<file path="config.mk">
export PLATFORM = sky130hd
export DESIGN_NAME = multi_channel_counter_flat
export DESIGN_NICKNAME = d
export VERILOG_FILES = /design/src/rtl/multi_channel_counter_if.sv /design/src/rtl/multi_channel_counter.sv /design/src/flat_wrapper.sv
export SDC_FILE = /design/constraint.sdc
export NUM_CORES = 1
export LEC_CHECK = 0
export ABC_AREA = 1
export CAP_MARGIN = 20
export CORE_MARGIN = 1.5
export CORE_UTILIZATION = 25
export CTS_CLUSTER_DIAMETER = 150
export CTS_CLUSTER_SIZE = 40
export DETAILED_ROUTE_END_ITERATION = 6
export GPL_ROUTABILITY_DRIVEN = 0
export PLACE_DENSITY = 0.58
export RECOVER_POWER = 50
export SETUP_SLACK_MARGIN = 0.5
export SYNTH_ARGS = -nofsm -noshare
export SYNTH_HDL_FRONTEND = slang
export SYNTH_SLANG_ARGS = --single-unit
</file>
<file path="constraint.sdc">
create_clock -name clk_i -period 4.1 [get_ports clk_i]
set_input_delay 0.41 -clock clk_i [delete_from_list [all_inputs] [get_ports clk_i]]
set_output_delay 0.41 -clock clk_i [all_outputs]
set_load 0.03 [all_outputs]
</file>
<file path="src/rtl/multi_channel_counter_if.sv">
// rtl/multi_channel_counter_if.sv - control, configuration and status bundle for the counter bank
interface multi_channel_counter_if #(
  parameter int COUNTER_WIDTH = 4,
  parameter int NUM_CHANNELS  = 4
);
  logic [NUM_CHANNELS-1:0]               clr_i;
  logic [NUM_CHANNELS-1:0]               ld_i;
  logic [NUM_CHANNELS*COUNTER_WIDTH-1:0] ld_value_i;
  logic [NUM_CHANNELS-1:0]               en_i;
  logic [NUM_CHANNELS*COUNTER_WIDTH-1:0] limit_i;
  logic [NUM_CHANNELS-1:0]               mode_i;
  logic [NUM_CHANNELS*COUNTER_WIDTH-1:0] count_num_o;
  logic [NUM_CHANNELS-1:0]               wrap_o;
  logic [NUM_CHANNELS-1:0]               sat_o;
  logic                                  any_wrap_o;

  modport master (
    output clr_i, ld_i, ld_value_i, en_i, limit_i, mode_i,
    input  count_num_o, wrap_o, sat_o, any_wrap_o
  );

  modport slave (
    input  clr_i, ld_i, ld_value_i, en_i, limit_i, mode_i,
    output count_num_o, wrap_o, sat_o, any_wrap_o
  );
endinterface

</file>
<file path="src/rtl/multi_channel_counter.sv">
// rtl/multi_channel_counter.sv - bank of independent clear/load/limit counters with wrap or saturate
module multi_channel_counter #(
  parameter int COUNTER_WIDTH = 4,
  parameter int NUM_CHANNELS  = 4
) (
  input  logic                    clk_i,
  input  logic                    rst_n_i,
  multi_channel_counter_if.slave  cnt_if
);

  typedef enum logic {
    ST_COUNTING = 1'b0,
    ST_TERMINAL = 1'b1
  } chan_state_e;

  logic [NUM_CHANNELS*COUNTER_WIDTH-1:0] count_q, count_d;
  logic [NUM_CHANNELS-1:0]               wrap_q, wrap_d;
  logic                                  any_wrap_q, any_wrap_d;
  logic [NUM_CHANNELS-1:0]               sat_vec;

  always_ff @(posedge clk_i or negedge rst_n_i) begin
    if (!rst_n_i) begin
      count_q    <= '0;
      wrap_q     <= '0;
      any_wrap_q <= 1'b0;
    end else begin
      count_q    <= count_d;
      wrap_q     <= wrap_d;
      any_wrap_q <= any_wrap_d;
    end
  end

  // The channel state is derived from the live limit, so a limit change moves it immediately.
  always_comb begin
    count_d = count_q;
    wrap_d  = '0;
    sat_vec = '0;
    for (int c = 0; c < NUM_CHANNELS; c++) begin
      logic [COUNTER_WIDTH-1:0] cur;
      logic [COUNTER_WIDTH-1:0] lim;
      chan_state_e              state;
      cur   = count_q[c*COUNTER_WIDTH +: COUNTER_WIDTH];
      lim   = cnt_if.limit_i[c*COUNTER_WIDTH +: COUNTER_WIDTH];
      state = (cur >= lim) ? ST_TERMINAL : ST_COUNTING;
      sat_vec[c] = cnt_if.mode_i[c] && (state == ST_TERMINAL);
      if (cnt_if.clr_i[c]) begin
        count_d[c*COUNTER_WIDTH +: COUNTER_WIDTH] = '0;
      end else if (cnt_if.ld_i[c]) begin
        count_d[c*COUNTER_WIDTH +: COUNTER_WIDTH] =
          cnt_if.ld_value_i[c*COUNTER_WIDTH +: COUNTER_WIDTH];
      end else if (cnt_if.en_i[c]) begin
        unique case (state)
          ST_COUNTING: count_d[c*COUNTER_WIDTH +: COUNTER_WIDTH] = cur + COUNTER_WIDTH'(1);
          ST_TERMINAL: begin
            if (!cnt_if.mode_i[c]) begin
              count_d[c*COUNTER_WIDTH +: COUNTER_WIDTH] = '0;
              wrap_d[c] = 1'b1;
            end
          end
        endcase
      end
    end
    any_wrap_d = |wrap_d;
  end

  assign cnt_if.count_num_o = count_q;
  assign cnt_if.wrap_o      = wrap_q;
  assign cnt_if.any_wrap_o  = any_wrap_q;
  assign cnt_if.sat_o       = sat_vec;

endmodule

</file>
<file path="src/flat_wrapper.sv">
// flat-port wrapper written by rule: the top's interface ports become plain ports
module multi_channel_counter_flat 
#(
  parameter int COUNTER_WIDTH = 4,
  parameter int NUM_CHANNELS  = 4
)
  (clk_i, rst_n_i, cnt_if_clr_i, cnt_if_ld_i, cnt_if_ld_value_i, cnt_if_en_i, cnt_if_limit_i, cnt_if_mode_i, cnt_if_count_num_o, cnt_if_wrap_o, cnt_if_sat_o, cnt_if_any_wrap_o);
  multi_channel_counter_if #(.COUNTER_WIDTH(COUNTER_WIDTH), .NUM_CHANNELS(NUM_CHANNELS)) cnt_if_i ();
  input  logic clk_i;
  input  logic rst_n_i;
  input wire logic [$bits(cnt_if_i.clr_i)-1:0] cnt_if_clr_i;
  input wire logic [$bits(cnt_if_i.ld_i)-1:0] cnt_if_ld_i;
  input wire logic [$bits(cnt_if_i.ld_value_i)-1:0] cnt_if_ld_value_i;
  input wire logic [$bits(cnt_if_i.en_i)-1:0] cnt_if_en_i;
  input wire logic [$bits(cnt_if_i.limit_i)-1:0] cnt_if_limit_i;
  input wire logic [$bits(cnt_if_i.mode_i)-1:0] cnt_if_mode_i;
  output wire logic [$bits(cnt_if_i.count_num_o)-1:0] cnt_if_count_num_o;
  output wire logic [$bits(cnt_if_i.wrap_o)-1:0] cnt_if_wrap_o;
  output wire logic [$bits(cnt_if_i.sat_o)-1:0] cnt_if_sat_o;
  output wire logic [$bits(cnt_if_i.any_wrap_o)-1:0] cnt_if_any_wrap_o;
  assign cnt_if_i.clr_i = cnt_if_clr_i;
  assign cnt_if_i.ld_i = cnt_if_ld_i;
  assign cnt_if_i.ld_value_i = cnt_if_ld_value_i;
  assign cnt_if_i.en_i = cnt_if_en_i;
  assign cnt_if_i.limit_i = cnt_if_limit_i;
  assign cnt_if_i.mode_i = cnt_if_mode_i;
  assign cnt_if_count_num_o = cnt_if_i.count_num_o;
  assign cnt_if_wrap_o = cnt_if_i.wrap_o;
  assign cnt_if_sat_o = cnt_if_i.sat_o;
  assign cnt_if_any_wrap_o = cnt_if_i.any_wrap_o;
  multi_channel_counter #(.COUNTER_WIDTH(COUNTER_WIDTH), .NUM_CHANNELS(NUM_CHANNELS)) u_core (.clk_i(clk_i), .rst_n_i(rst_n_i), .cnt_if(cnt_if_i));
endmodule
</file>
# Word level (Yosys, flattened, before mapping)
# Index checks and enable logic that the tools add are counted.
# word_totals
register_bits,21
input_bits,50
out_inout_bits,25
elab_cells,79
# op_classes
add_sub_neg,4
order_cmp,4
eq_ne,4
mux,44
bitwise,4
n_reduce_logical,13
# ops
cell,count
4-bit two-way mux,16
4-bit one-hot mux with 2 select lines,4
1-bit two-way mux,24
"4-bit by 1-bit adder with 4-bit output, second input constant",4
4-bit >= comparator,4
"4-bit != test, second input constant",4
3-bit nonzero test,4
2-bit AND reduction,4
1-bit logical AND,4
1-bit NOT,4
4-bit OR reduction,1

# Depth between registers and ports, before layout
# Gate-level depths: netlist of the first run.
# logic_depth
depth_word,7
mapped_depth,12
mapped_depth_nobuf,12

# Least setup slack after synthesis of the first run
# OpenSTA, ideal clock, no wires.
# synth_path
kind,reg-to-output
from,"register u_core.count_q[12], in the netlist u_core.cnt_if.count_num_o[12]"
to,output cnt_if_sat_o[3]
arrival_time_ns,1.465
required_time_ns,3.690
slack_ns,2.225
stages_incl_launch_ff,7
path_buffers,0
cell_sequence,dfrtp_1 -> inv_1 -> ha_1 -> nand4_2 -> nand3_2 -> nand2_2 -> inv_1
# synth_between
elab_chain_len,3
# synth_rtl
item,line_no,source
start: declaration,multi_channel_counter.sv:16,"logic [NUM_CHANNELS*COUNTER_WIDTH-1:0] count_q, count_d;"
start signal: assignment,multi_channel_counter.sv:27,count_q <= count_d;
4-bit >= comparator,multi_channel_counter.sv:44,state = (cur >= lim) ? ST_TERMINAL : ST_COUNTING;
1-bit two-way mux,multi_channel_counter.sv:44,
1-bit logical AND,multi_channel_counter.sv:45,sat_vec[c] = cnt_if.mode_i[c] && (state == ST_TERMINAL);
end: declaration,flat_wrapper.sv:19,output wire logic [$bits(cnt_if_i.sat_o)-1:0] cnt_if_sat_o;
# Every way passes these cells.

# Worst setup path in the final report of the first run
# layout_path
from,input cnt_if_limit_i[11]
to,output cnt_if_sat_o[2]
# layout_between
elab_chain_len,3
# layout_rtl
item,line_no,source
start: declaration,flat_wrapper.sv:15,input wire logic [$bits(cnt_if_i.limit_i)-1:0] cnt_if_limit_i;
4-bit >= comparator,multi_channel_counter.sv:44,
1-bit two-way mux,multi_channel_counter.sv:44,
1-bit logical AND,multi_channel_counter.sv:45,
# Every way passes these cells.

==> results of run 1 <==
[cells in the final DEF, fill, tap and decap left out, drive strengths merged]
master	Yosys	layout
nor2	16	16
nand4	25	25
a21oi	12	12
inv	60	60
clkinv	0	1
ha	20	20
clkbuf	0	3
clkdlybuf4s50	0	68
nand3	20	20
nand2	104	104
o21ai	16	16
dlygate4sd3	0	6
dfrtp	21	21
[power groups by stage]
stage / Sequential, mW / Clock (mW) / Combinational, mW
floorplan: 0.289 / 0 / 0.171
global placement: 0.260 / 0 / 0.338
detailed placement: 0.260 / 0 / 0.341
CTS: 0.256 / 0.142 / 0.342
global route: 0.261 / 0.153 / 0.372
finish: 0.255 / 0.133 / 0.331
[critical path: stages]
cell	delay (ns)
sky130_fd_sc_hd__clkdlybuf4s50_1	0.45
sky130_fd_sc_hd__inv_1	0.04
sky130_fd_sc_hd__ha_1	0.30
sky130_fd_sc_hd__a21oi_1	0.29
sky130_fd_sc_hd__nand3_1	0.24
sky130_fd_sc_hd__nand2_2	0.12
sky130_fd_sc_hd__inv_1	0.04
sky130_fd_sc_hd__clkdlybuf4s50_1	0.59
[sequential cells by signal (all words and copies together) (netlist names)]
name	cells
u_core.cnt_if.wrap_o	4
u_core.cnt_if.count_num_o	16
u_core.cnt_if.any_wrap_o	1
[per-layer routing]
layer / global-route usage, % / share of wire, % / vias to the layer above
met4: 1.79 / 0.34 / 0
li1: - / - / 1100
met3: 2.40 / 3.7 / 2
met1: 15.5 / 49 / 901
met5: 0 / 0 / -
met2: 20.3 / 47 / 37
[final cells by class]
type | count | share of cell area (%)
Sequential cell | 21 | 18.4
Inverter | 60 | 7.88
Tap cell | 102 | 4.46
Timing Repair Buffer | 74 | 25.9
Clock inverter | 1 | 0.175
Clock buffer | 3 | 1.44
Multi-Input combinational cell | 213 | 41.8
[logic make-up (layout without fill, tap and decap cells)]
group	Yosys count	after routing
AOI/OAI and AO/OA	28	28
adders and majority gates	20	20
buffers and inverters	60	138
DFF	21	21
and+or+nand+nor	165	165
[worst min-delay path by stage]
| stage | start | end | slack (ns) | cells after the start |
|---|---|---|---|---|
| floorplan | rst_n_i | u_core.cnt_if.any_wrap_o | 0.11 | 0 |
| detailed placement | u_core.cnt_if.count_num_o[11] | u_core.cnt_if.count_num_o[11] | 0.57 | 2 |
| CTS | u_core.cnt_if.count_num_o[11] | u_core.cnt_if.count_num_o[11] | 0.59 | 2 |
| global placement | u_core.cnt_if.count_num_o[11] | u_core.cnt_if.count_num_o[11] | 0.58 | 2 |
| finish | u_core.cnt_if.count_num_o[11] | u_core.cnt_if.count_num_o[11] | 0.58 | 2 |
| global route | u_core.cnt_if.count_num_o[15] | u_core.cnt_if.count_num_o[15] | 0.64 | 2 |
[synth_stat cells (2+ instances only)]
cell type	count
sky130_fd_sc_hd__nand4_2	4
sky130_fd_sc_hd__o21ai_0	13
sky130_fd_sc_hd__inv_1	58
sky130_fd_sc_hd__inv_2	2
sky130_fd_sc_hd__o21ai_1	3
sky130_fd_sc_hd__nand3_1	14
sky130_fd_sc_hd__dfrtp_1	21
sky130_fd_sc_hd__nand3_2	6
sky130_fd_sc_hd__a21oi_2	2
sky130_fd_sc_hd__nor2_1	16
sky130_fd_sc_hd__nand4_1	21
sky130_fd_sc_hd__a21oi_4	2
sky130_fd_sc_hd__a21oi_1	8
sky130_fd_sc_hd__nand2_2	15
sky130_fd_sc_hd__nand2_1	88
sky130_fd_sc_hd__ha_1	20
[through the flow]
step / hold slack (ns) / total power [mW] / worst slack [ns] / std cells
floorplan: 0.114 / 0.460 / 2.22 / 294
global placement: 0.576 / 0.598 / 1.36 / 470
detailed placement: 0.572 / 0.601 / 1.33 / 470
CTS: 0.593 / 0.740 / 1.33 / 474
global route: 0.643 / 0.786 / 1.06 / 474
finish: 0.583 / 0.719 / 1.21 / 474
==> impl_metrics.xml, run 1 <==
<?xml version="1.0" encoding="UTF-8"?>
<metrics>
  <group name="clocking">
    <metric name="clock_sink_count" unit="">21</metric>
    <metric name="cts_hold_buffers" unit="">0</metric>
    <metric name="clkTransAtPathRegs" unit="ns">0.07</metric>
    <metric name="post-cts-setup-buffer-count" unit="">0</metric>
    <metric name="number_of_buffers_inserted_during_clock_tree_synthesis" unit="">3</metric>
    <metric name="tritoncts" unit="">yes</metric>
    <metric name="max-clock-path-buffers" unit="">2</metric>
    <metric name="clkLatencyLatePin" unit="ns">0.26</metric>
    <metric name="htreeDepth" unit="">1</metric>
    <metric name="cts_resized" unit="">0</metric>
    <metric name="cts.root.buffer_cell" unit="">sky130_fd_sc_hd__clkbuf_8</metric>
  </group>
  <group name="final_layout">
    <metric name="drive_gt1_share" unit="%">7.80</metric>
    <metric name="area.sequential" unit="um^2">526</metric>
    <metric name="n_antenna_cell" unit="">0</metric>
    <metric name="final_design_area_no_fill" unit="mm^2">0.00286</metric>
    <metric name="nNetsFinal" unit="">443</metric>
    <metric name="area_delta_synth_final" unit="%">44.5</metric>
    <metric name="fillers" unit="">826</metric>
    <metric name="fin_util" unit="%">37.2</metric>
    <metric name="multi_input_comb_area" unit="mm^2">0.00119</metric>
  </group>
  <group name="timing">
    <metric name="unrepaired_setup_endpoints_after_global_routing" unit="">false</metric>
    <metric name="final_setup_fails" unit="">0</metric>
    <metric name="max_slew_vio_count" unit="">0</metric>
    <metric name="fmax" unit="MHz">346</metric>
    <metric name="tightest_slew" unit="ns">0.950</metric>
    <metric name="shortest_period_the_worst_path_allows" unit="ns">2.89</metric>
    <metric name="fin_crit_sh" unit="%">70.5</metric>
    <metric name="fin_worst_skew" unit="ns">0.00318</metric>
    <metric name="setup_total_negative_slack" unit="ns">0</metric>
    <metric name="slew_headroom" unit="%">36.5</metric>
    <metric name="hold_viol" unit="">0</metric>
  </group>
  <group name="synth">
    <metric name="synthCells" unit="">294</metric>
    <metric name="synth.area.mux_share" unit="%">0</metric>
    <metric name="yosysWarnings" unit="">0</metric>
    <metric name="asyncSetResetFlopFracSynth" unit="%">100</metric>
    <metric name="combinational_family_with_the_most_area_after_synthesis" unit="">simple AND/OR/NAND/NOR gates</metric>
    <metric name="synth_largest_area_cell" unit="">sky130_fd_sc_hd__dfrtp_1</metric>
    <metric name="number_of_enable_type_register_cells_in_the_synthesized_netlist" unit="">0</metric>
    <metric name="yosys-top-cells-area" unit="">sky130_fd_sc_hd__dfrtp_1 27%, sky130_fd_sc_hd__nand2_1 17%, sky130_fd_sc_hd__ha_1 13%</metric>
    <metric name="synthesis.area_per_instance" unit="um^2">6.73</metric>
    <metric name="synth_top_cell_area_share" unit="%">26.6</metric>
    <metric name="synthAdderAreaFrac" unit="%">12.7</metric>
    <metric name="synth_compound_gate_area_share" unit="%">8.60</metric>
    <metric name="seq_area_frac_synth" unit="%">26.6</metric>
    <metric name="mappedNetlistNets" unit="">364</metric>
    <metric name="xor_xnor_share_of_the_synthesized_area" unit="%">0</metric>
    <metric name="synth_simple_gate_area_share" unit="%">40.8</metric>
    <metric name="synth_flop_cell" unit="">sky130_fd_sc_hd__dfrtp_1</metric>
    <metric name="yosys_register_bits" unit="">21</metric>
    <metric name="post_synth_instance_area" unit="mm^2">0.00198</metric>
    <metric name="post_synthesis_cell_type_count" unit="">17</metric>
  </group>
  <group name="global_routing">
    <metric name="gr-usage-all-layers" unit="%">11.8</metric>
    <metric name="first_global_vias" unit="">1918</metric>
    <metric name="grt_first_pass_wirelength" unit="mm">8.36</metric>
    <metric name="antenna_found_initial" unit="">0</metric>
    <metric name="largest_net_degree_at_the_start_of_global_routing" unit="">22</metric>
    <metric name="grt_ovf" unit="">0</metric>
  </group>
  <group name="floorplanning">
    <metric name="die_h" unit="um">92.0</metric>
    <metric name="die_w" unit="um">92.0</metric>
    <metric name="num_rows" unit="">32</metric>
    <metric name="effective_utilization_at_floorplan" unit="%">25.7</metric>
    <metric name="dieArea" unit="mm^2">0.00845</metric>
    <metric name="placeable_core_region" unit="mm^2">0.00769</metric>
    <metric name="io_pins" unit="">75</metric>
  </group>
  <group name="pwr">
    <metric name="p_per_area" unit="mW/mm^2">251</metric>
    <metric name="power_report.internal_total" unit="mW">0.440</metric>
    <metric name="clock_power_share" unit="%">18.5</metric>
    <metric name="power.sequential.fraction" unit="%">35.5</metric>
    <metric name="power_switching_share" unit="%">38.7</metric>
    <metric name="netSwitchingPower" unit="mW">0.278</metric>
    <metric name="worst_ir_drop_vdd" unit="uV">98.6</metric>
    <metric name="power.share.combinational" unit="%">46.0</metric>
    <metric name="power.leakage" unit="nW">1.54</metric>
  </group>
  <group name="drt">
    <metric name="remaining_drc_errors" unit="">0</metric>
    <metric name="route.antenna.remaining_nets" unit="">0</metric>
    <metric name="routed_wirelength" unit="mm">4.64</metric>
    <metric name="vias_per_cell" unit="">4.30</metric>
    <metric name="initialDrtViolationCount" unit="">50</metric>
    <metric name="drt_pre_antenna_iters" unit="">4</metric>
    <metric name="vias" unit="">2040</metric>
    <metric name="post_drt_wl_per_cell" unit="um">9.79</metric>
  </group>
  <group name="worst_setup_path">
    <metric name="worst-path-max-fanout" unit="">4</metric>
    <metric name="cp.required" unit="ns">3.69</metric>
    <metric name="setup.worst_path.start_class" unit="">primary input</metric>
    <metric name="critPathKind" unit="">in2out</metric>
    <metric name="regToRegSetupSlack" unit="ns">2.33</metric>
    <metric name="startpoint" unit="">cnt_if_limit_i[11]</metric>
    <metric name="critical_path.endpoint" unit="">cnt_if_sat_o[2]</metric>
    <metric name="worst-endpoint-arrival" unit="ns">2.48</metric>
    <metric name="crit-reg2reg-capture" unit="">u_core.cnt_if.count_num_o[11]</metric>
    <metric name="timing.critical_path.to_type" unit="">primary output</metric>
    <metric name="beginning_of_the_worst_register_to_register_path" unit="">u_core.cnt_if.count_num_o[11]</metric>
    <metric name="worst-r2r-cell-count" unit="">8</metric>
  </group>
  <group name="place">
    <metric name="postPlaceCellArea" unit="mm^2">0.00285</metric>
    <metric name="dpl.hpwl" unit="mm">3.89</metric>
    <metric name="buffer_ports.inserted" unit="">74</metric>
  </group>
  <group name="flow_run">
    <metric name="maxCapViolCount" unit="">0</metric>
  </group>
  <group name="status">
    <metric name="run_status" unit="">complete, no violations</metric>
  </group>
  <group name="hold_path">
    <metric name="holdCritPathClass" unit="">reg2reg</metric>
  </group>
</metrics>
Power figures use the tool's default switching activity.
==> run 2: changes to the inputs <==
==> constraint.sdc (replaced) <==
create_clock -name clk_i -period 2.75 [get_ports clk_i]
set_input_delay 0.275 -clock clk_i [delete_from_list [all_inputs] [get_ports clk_i]]
set_output_delay 0.275 -clock clk_i [all_outputs]
set_load 0.03 [all_outputs]
==> impl_metrics.xml, run 2 (same netlist as run 1, synthesis figures left out) <==
<?xml version="1.0" encoding="UTF-8"?>
<metrics>
  <group name="worst_setup_path">
    <metric name="cp_common_cell" unit="">sky130_fd_sc_hd__inv_1</metric>
    <metric name="timing.critical_path.to_type" unit="">primary output</metric>
    <metric name="regToRegSetupSlack" unit="ns">1.00</metric>
    <metric name="startpoint" unit="">cnt_if_limit_i[11]</metric>
    <metric name="cpPeakStageDelay" unit="ns">0.45</metric>
    <metric name="worst-endpoint-arrival" unit="ns">1.92</metric>
    <metric name="path_cells" unit="">clkdlybuf4s50_1, inv_1, ha_1, a21oi_1, nand3_1, nand2_2, inv_1, clkbuf_2</metric>
    <metric name="cp.required" unit="ns">2.48</metric>
    <metric name="worst-path-max-fanout" unit="">4</metric>
    <metric name="crit_path_top_delay_cell" unit="">sky130_fd_sc_hd__clkdlybuf4s50_1</metric>
    <metric name="setup.worst_path.start_class" unit="">primary input</metric>
    <metric name="beginning_of_the_worst_register_to_register_path" unit="">u_core.cnt_if.count_num_o[11]</metric>
    <metric name="critPathKind" unit="">in2out</metric>
  </group>
  <group name="final_layout">
    <metric name="most_frequent_cells_in_the_layout" unit="">89 x sky130_fd_sc_hd__nand2_1, 64 x sky130_fd_sc_hd__clkdlybuf4s50_1, 58 x sky130_fd_sc_hd__inv_1, 21 x sky130_fd_sc_hd__nand4_1, 21 x sky130_fd_sc_hd__dfrtp_1</metric>
    <metric name="largest_register_ff_count" unit="">16</metric>
    <metric name="most_common_cell_after_layout_fill_and_taps_aside" unit="">sky130_fd_sc_hd__nand2_1</metric>
    <metric name="final_design_area_no_fill" unit="mm^2">0.00285</metric>
    <metric name="nNetsFinal" unit="">444</metric>
    <metric name="drive_gt1_share" unit="%">8.85</metric>
    <metric name="area_delta_synth_final" unit="%">44.2</metric>
    <metric name="multi_input_comb_area" unit="mm^2">0.00120</metric>
    <metric name="fillers" unit="">851</metric>
    <metric name="n_antenna_cell" unit="">0</metric>
    <metric name="area.sequential" unit="um^2">526</metric>
  </group>
  <group name="place">
    <metric name="buffer_ports.inserted" unit="">74</metric>
    <metric name="dpl.hpwl" unit="mm">3.90</metric>
    <metric name="postPlaceCellArea" unit="mm^2">0.00285</metric>
  </group>
  <group name="floorplanning">
    <metric name="placeable_core_region" unit="mm^2">0.00769</metric>
    <metric name="dieArea" unit="mm^2">0.00845</metric>
    <metric name="num_rows" unit="">32</metric>
    <metric name="effective_utilization_at_floorplan" unit="%">25.7</metric>
    <metric name="die_h" unit="um">92.0</metric>
    <metric name="io_pins" unit="">75</metric>
    <metric name="die_w" unit="um">92.0</metric>
  </group>
  <group name="global_routing">
    <metric name="grt_first_pass_wirelength" unit="mm">8.20</metric>
    <metric name="largest_net_degree_at_the_start_of_global_routing" unit="">22</metric>
    <metric name="first_global_vias" unit="">1883</metric>
    <metric name="gr-usage-all-layers" unit="%">11.7</metric>
    <metric name="grt_ovf" unit="">0</metric>
    <metric name="antenna_found_initial" unit="">0</metric>
  </group>
  <group name="flow_run">
    <metric name="maxCapViolCount" unit="">0</metric>
  </group>
  <group name="clocking">
    <metric name="clkLatencyLatePin" unit="ns">0.25</metric>
    <metric name="cts.root.buffer_cell" unit="">sky130_fd_sc_hd__clkbuf_8</metric>
    <metric name="number_of_buffers_inserted_during_clock_tree_synthesis" unit="">3</metric>
    <metric name="htreeDepth" unit="">1</metric>
    <metric name="tritoncts" unit="">yes</metric>
    <metric name="max-clock-path-buffers" unit="">2</metric>
    <metric name="clkTransAtPathRegs" unit="ns">0.08</metric>
    <metric name="clock_sink_count" unit="">21</metric>
  </group>
  <group name="timing">
    <metric name="max_slew_vio_count" unit="">0</metric>
    <metric name="hold_viol" unit="">0</metric>
    <metric name="final_setup_fails" unit="">0</metric>
    <metric name="fin_worst_skew" unit="ns">0.00225</metric>
    <metric name="worst_hold_slack" unit="ns">0.249</metric>
    <metric name="fin_crit_sh" unit="%">79.8</metric>
    <metric name="tightest_slew" unit="ns">1.04</metric>
    <metric name="slew_headroom" unit="%">30.4</metric>
    <metric name="setup_total_negative_slack" unit="ns">0</metric>
    <metric name="unrepaired_setup_endpoints_after_global_routing" unit="">false</metric>
    <metric name="shortest_period_the_worst_path_allows" unit="ns">2.19</metric>
    <metric name="fmax" unit="MHz">456</metric>
  </group>
  <group name="pwr">
    <metric name="power.sequential.fraction" unit="%">35.5</metric>
    <metric name="power_switching_share" unit="%">39.2</metric>
    <metric name="p_per_area" unit="mW/mm^2">376</metric>
    <metric name="power.share.combinational" unit="%">46.0</metric>
    <metric name="worst_ir_drop_vdd" unit="uV">149</metric>
    <metric name="netSwitchingPower" unit="mW">0.421</metric>
    <metric name="power_report.internal_total" unit="mW">0.652</metric>
    <metric name="power.leakage" unit="nW">1.54</metric>
    <metric name="clock_power_share" unit="%">18.5</metric>
  </group>
  <group name="drt">
    <metric name="vias_per_cell" unit="">4.32</metric>
    <metric name="initialDrtViolationCount" unit="">49</metric>
    <metric name="post_drt_wl_per_cell" unit="um">9.92</metric>
    <metric name="route.antenna.remaining_nets" unit="">0</metric>
    <metric name="vias" unit="">2052</metric>
    <metric name="remaining_drc_errors" unit="">0</metric>
    <metric name="drt_pre_antenna_iters" unit="">4</metric>
    <metric name="routed_wirelength" unit="mm">4.71</metric>
  </group>
  <group name="hold_path">
    <metric name="holdCritPathClass" unit="">in2async</metric>
  </group>
  <group name="status">
    <metric name="run_status" unit="">complete, no violations</metric>
  </group>
</metrics>
-- run 2: through the flow --
stage | util (%) | power [mW] | cells | setup WS (ns)
final | 37.1 | 1.07 | 475 | 0.555
after CTS | 37.6 | 1.10 | 474 | 0.506
after global routing | 37.1 | 1.17 | 475 | 0.396
after floorplan | - | 0.686 | 294 | 1.01
after detailed placement | 37.0 | 0.898 | 470 | 0.248
after global placement | 37.0 | 0.891 | 470 | 0.275
-- run 2: timing repair --
item                       4_1_cts  5_1_grt
pin swaps                        0        0
hold buffers                     0        0
buffers inserted                 0        0
setup endpoints to repair        4        4
gates resized for setup          4       10
-- run 2: cell type report --
| cell class | count | area share (%) |
|---|---|---|
| inverter | 60 | 7.89 |
| clock inverter | 1 | 0.175 |
| sequential | 21 | 18.4 |
| multi-input combinational | 213 | 42.2 |
| clock buffer | 3 | 1.45 |
| timing repair buffer | 75 | 25.4 |
| tap | 102 | 4.47 |
-- run 2: final timing paths --
path | cells past startpoint | endpoint
setup / recovery | 8 | cnt_if_sat_o[2]
hold / removal | 1 | u_core.cnt_if.count_num_o[14]
max in group asynchronous | 2 | u_core.cnt_if.any_wrap_o
hold reg to reg | 2 | u_core.cnt_if.count_num_o[3]
setup reg to reg | 8 | u_core.cnt_if.count_num_o[11]
min in group clk_i | 2 | u_core.cnt_if.count_num_o[3]
-- run 2: per-layer routing --
metal / wire (um) / global-route usage [%] / up-vias
li1: - / - / 1100
met1: 2290 / 15.2 / 913
met2: 2220 / 20.4 / 37
met3: 185 / 2.74 / 2
met4: 15 / 1.15 / 0
met5: 0 / 0 / -
-- run 2: power by group through the flow --
| stage | Combinational, mW | Clock (mW) | Sequential (mW) |
|---|---|---|---|
| 2_1_floorplan | 0.256 | 0 | 0.430 |
| 3_3_place_gp | 0.504 | 0 | 0.387 |
| 3_5_place_dp | 0.510 | 0 | 0.388 |
| 4_1_cts | 0.506 | 0.213 | 0.382 |
| 5_1_grt | 0.553 | 0.231 | 0.389 |
| 6_report | 0.493 | 0.199 | 0.381 |
-- run 2: critical path: cells and delay by family --
family | cells | cell delay (ns)
AO/OA/AOI/OAI | 1 | 0.28
adder cells (fa/ha/maj) | 1 | 0.30
buffers and inverters | 4 | 0.71
AND/OR/NAND/NOR | 2 | 0.35
==> run 3: changes to the inputs <==
--- a/config.mk
+++ b/config.mk
@@ -13,7 +13,7 @@
 export CTS_CLUSTER_SIZE = 40
 export DETAILED_ROUTE_END_ITERATION = 6
 export GPL_ROUTABILITY_DRIVEN = 0
-export PLACE_DENSITY = 0.58
+export PLACE_DENSITY = 0.6
 export RECOVER_POWER = 50
 export SETUP_SLACK_MARGIN = 0.5
 export SYNTH_ARGS = -nofsm -noshare
==> constraint.sdc (replaced) <==
create_clock -name clk_i -period 1.8 [get_ports clk_i]
set_input_delay 0.18 -clock clk_i [delete_from_list [all_inputs] [get_ports clk_i]]
set_output_delay 0.18 -clock clk_i [all_outputs]
set_load 0.03 [all_outputs]
==> impl_metrics.xml, run 3 (same netlist as run 1, synthesis figures left out) <==
<?xml version="1.0" encoding="UTF-8"?>
<metrics>
  <group name="final_layout">
    <metric name="area_delta_synth_final" unit="%">81.1</metric>
    <metric name="n_antenna_cell" unit="">0</metric>
    <metric name="drive_gt1_share" unit="%">38.8</metric>
    <metric name="finalNonFillerCells" unit="">514</metric>
    <metric name="fin_util" unit="%">46.6</metric>
    <metric name="nNetsFinal" unit="">483</metric>
    <metric name="most_common_cell_after_layout_fill_and_taps_aside" unit="">sky130_fd_sc_hd__nand2_1</metric>
    <metric name="most_frequent_cells_in_the_layout" unit="">71 x sky130_fd_sc_hd__nand2_1, 46 x sky130_fd_sc_hd__clkdlybuf4s50_1, 45 x sky130_fd_sc_hd__inv_1, 31 x sky130_fd_sc_hd__buf_4, 27 x sky130_fd_sc_hd__nand2_2</metric>
    <metric name="final_design_area_no_fill" unit="mm^2">0.00358</metric>
    <metric name="largest_register_ff_count" unit="">16</metric>
  </group>
  <group name="clocking">
    <metric name="cts_hold_buffers" unit="">0</metric>
    <metric name="max-clock-path-buffers" unit="">2</metric>
    <metric name="clkLatencyLatePin" unit="ns">0.26</metric>
    <metric name="htreeDepth" unit="">1</metric>
    <metric name="clock_sink_count" unit="">21</metric>
    <metric name="clkTransAtPathRegs" unit="ns">0.08</metric>
    <metric name="number_of_buffers_inserted_during_clock_tree_synthesis" unit="">3</metric>
    <metric name="tritoncts" unit="">yes</metric>
    <metric name="cts.root.buffer_cell" unit="">sky130_fd_sc_hd__clkbuf_8</metric>
  </group>
  <group name="pwr">
    <metric name="power_report.internal_total" unit="mW">1.24</metric>
    <metric name="worst_ir_drop_vdd" unit="uV">270</metric>
    <metric name="p_per_area" unit="mW/mm^2">572</metric>
    <metric name="clock_power_share" unit="%">14.8</metric>
    <metric name="power_switching_share" unit="%">39.4</metric>
    <metric name="power.share.combinational" unit="%">57.6</metric>
    <metric name="netSwitchingPower" unit="mW">0.806</metric>
    <metric name="power.sequential.fraction" unit="%">27.6</metric>
    <metric name="power.leakage" unit="nW">1.77</metric>
  </group>
  <group name="drt">
    <metric name="route.antenna.remaining_nets" unit="">0</metric>
    <metric name="remaining_drc_errors" unit="">0</metric>
    <metric name="vias" unit="">2241</metric>
    <metric name="routed_wirelength" unit="mm">5.87</metric>
    <metric name="initialDrtViolationCount" unit="">45</metric>
    <metric name="post_drt_wl_per_cell" unit="um">11.4</metric>
    <metric name="vias_per_cell" unit="">4.36</metric>
    <metric name="drt_pre_antenna_iters" unit="">4</metric>
  </group>
  <group name="place">
    <metric name="numPlacedInstances" unit="">473</metric>
    <metric name="buffer_ports.inserted" unit="">74</metric>
    <metric name="postPlaceCellArea" unit="mm^2">0.00308</metric>
    <metric name="dpl.hpwl" unit="mm">4.14</metric>
  </group>
  <group name="timing">
    <metric name="setup_total_negative_slack" unit="ns">0</metric>
    <metric name="fin_worst_skew" unit="ns">0.00689</metric>
    <metric name="fin_crit_sh" unit="%">92.3</metric>
    <metric name="max_slew_vio_count" unit="">0</metric>
    <metric name="hold_viol" unit="">0</metric>
    <metric name="shortest_period_the_worst_path_allows" unit="ns">1.66</metric>
    <metric name="fmax" unit="MHz">602</metric>
    <metric name="unrepaired_setup_endpoints_after_global_routing" unit="">true</metric>
    <metric name="slew_headroom" unit="%">22.5</metric>
    <metric name="tightest_slew" unit="ns">1.16</metric>
    <metric name="worst_hold_slack" unit="ns">0.557</metric>
    <metric name="final_setup_fails" unit="">0</metric>
  </group>
  <group name="floorplanning">
    <metric name="dieArea" unit="mm^2">0.00845</metric>
    <metric name="die_w" unit="um">92.0</metric>
    <metric name="io_pins" unit="">75</metric>
    <metric name="num_rows" unit="">32</metric>
    <metric name="effective_utilization_at_floorplan" unit="%">25.7</metric>
    <metric name="placeable_core_region" unit="mm^2">0.00769</metric>
    <metric name="die_h" unit="um">92.0</metric>
  </group>
  <group name="status">
    <metric name="run_status" unit="">complete, no violations</metric>
  </group>
  <group name="global_routing">
    <metric name="first_global_vias" unit="">2123</metric>
    <metric name="gr-usage-all-layers" unit="%">13.6</metric>
    <metric name="grt_first_pass_wirelength" unit="mm">9.49</metric>
    <metric name="largest_net_degree_at_the_start_of_global_routing" unit="">22</metric>
    <metric name="antenna_found_initial" unit="">0</metric>
    <metric name="grt_ovf" unit="">0</metric>
  </group>
  <group name="worst_setup_path">
    <metric name="setup.worst_path.start_class" unit="">flip-flop</metric>
    <metric name="worst-endpoint-arrival" unit="ns">1.48</metric>
    <metric name="worst-r2r-cell-count" unit="">9</metric>
    <metric name="timing.critical_path.to_type" unit="">primary output</metric>
    <metric name="cp.required" unit="ns">1.62</metric>
    <metric name="worst-path-max-fanout" unit="">3</metric>
    <metric name="critPathKind" unit="">reg2out</metric>
  </group>
  <group name="hold_path">
    <metric name="holdCritPathClass" unit="">in2reg</metric>
    <metric name="number_of_instances_on_the_worst_hold_path" unit="">5</metric>
  </group>
  <group name="flow_run">
    <metric name="maxCapViolCount" unit="">0</metric>
  </group>
</metrics>
[run 3: per-stage QoR]
| stage | power, mW | setup slack [ns] |
|---|---|---|
| floorplan | 1.13 | 0.337 |
| global placement | 1.46 | 0.0308 |
| detailed placement | 1.47 | -0.00460 |
| CTS | 1.97 | 0.108 |
| global route | 2.21 | 0.0541 |
| finish | 2.05 | 0.138 |
[run 3: final timing paths]
path,from,end,slack (ns)
setup / recovery,u_core.cnt_if.count_num_o[15],cnt_if_sat_o[3],0.14
hold / removal,cnt_if_ld_value_i[2],u_core.cnt_if.count_num_o[2],0.56
setup reg to reg,u_core.cnt_if.count_num_o[15],u_core.cnt_if.count_num_o[14],0.22
hold reg to reg,u_core.cnt_if.count_num_o[8],u_core.cnt_if.count_num_o[8],0.64
max in group asynchronous,rst_n_i,u_core.cnt_if.count_num_o[6],0.35
min in group asynchronous,rst_n_i,u_core.cnt_if.count_num_o[12],0.67
[run 3: layout make-up]
cell class	count	area, um^2
clock buffers	4	45.0
fillers	800	4110
inverters	60	228
repair buffers	114	991
well taps	102	128
multi-input cells	213	1650
flip-flops and latches	21	546
[run 3: worst max-delay path, stage by stage, from the launching register on]
cell,delay (ns)
sky130_fd_sc_hd__dfrtp_2,0.43
sky130_fd_sc_hd__ha_4,0.27
sky130_fd_sc_hd__a21oi_4,0.16
sky130_fd_sc_hd__nand3_4,0.11
sky130_fd_sc_hd__nand2_4,0.08
sky130_fd_sc_hd__inv_4,0.04
sky130_fd_sc_hd__buf_12,0.12
[run 3: routing by layer]
| layer | global-route usage (%) | vias up | part of all wire, % |
|---|---|---|---|
| met4 | 1.15 | 0 | 0.24 |
| met3 | 2.40 | 2 | 3.4 |
| met2 | 24.2 | 49 | 51 |
| li1 | - | 1183 | - |
| met5 | 0 | - | 0 |
| met1 | 17.9 | 1007 | 45 |
[run 3: power groups by stage]
stage	registers, mW	logic (mW)	clock network, mW
3_3_place_gp	0.616	0.844	0
5_1_grt	0.570	1.29	0.352
6_report	0.564	1.18	0.304
3_5_place_dp	0.616	0.853	0
2_1_floorplan	0.679	0.447	0
4_1_cts	0.566	1.07	0.329
[run 3: timing repair]
item / CTS / global route
gates resized for setup: 108 / 45
setup endpoints to repair: 46 / 26
buffers inserted: 30 / 7
hold endpoints to repair: 0 / 0
pin swaps: 23 / 38
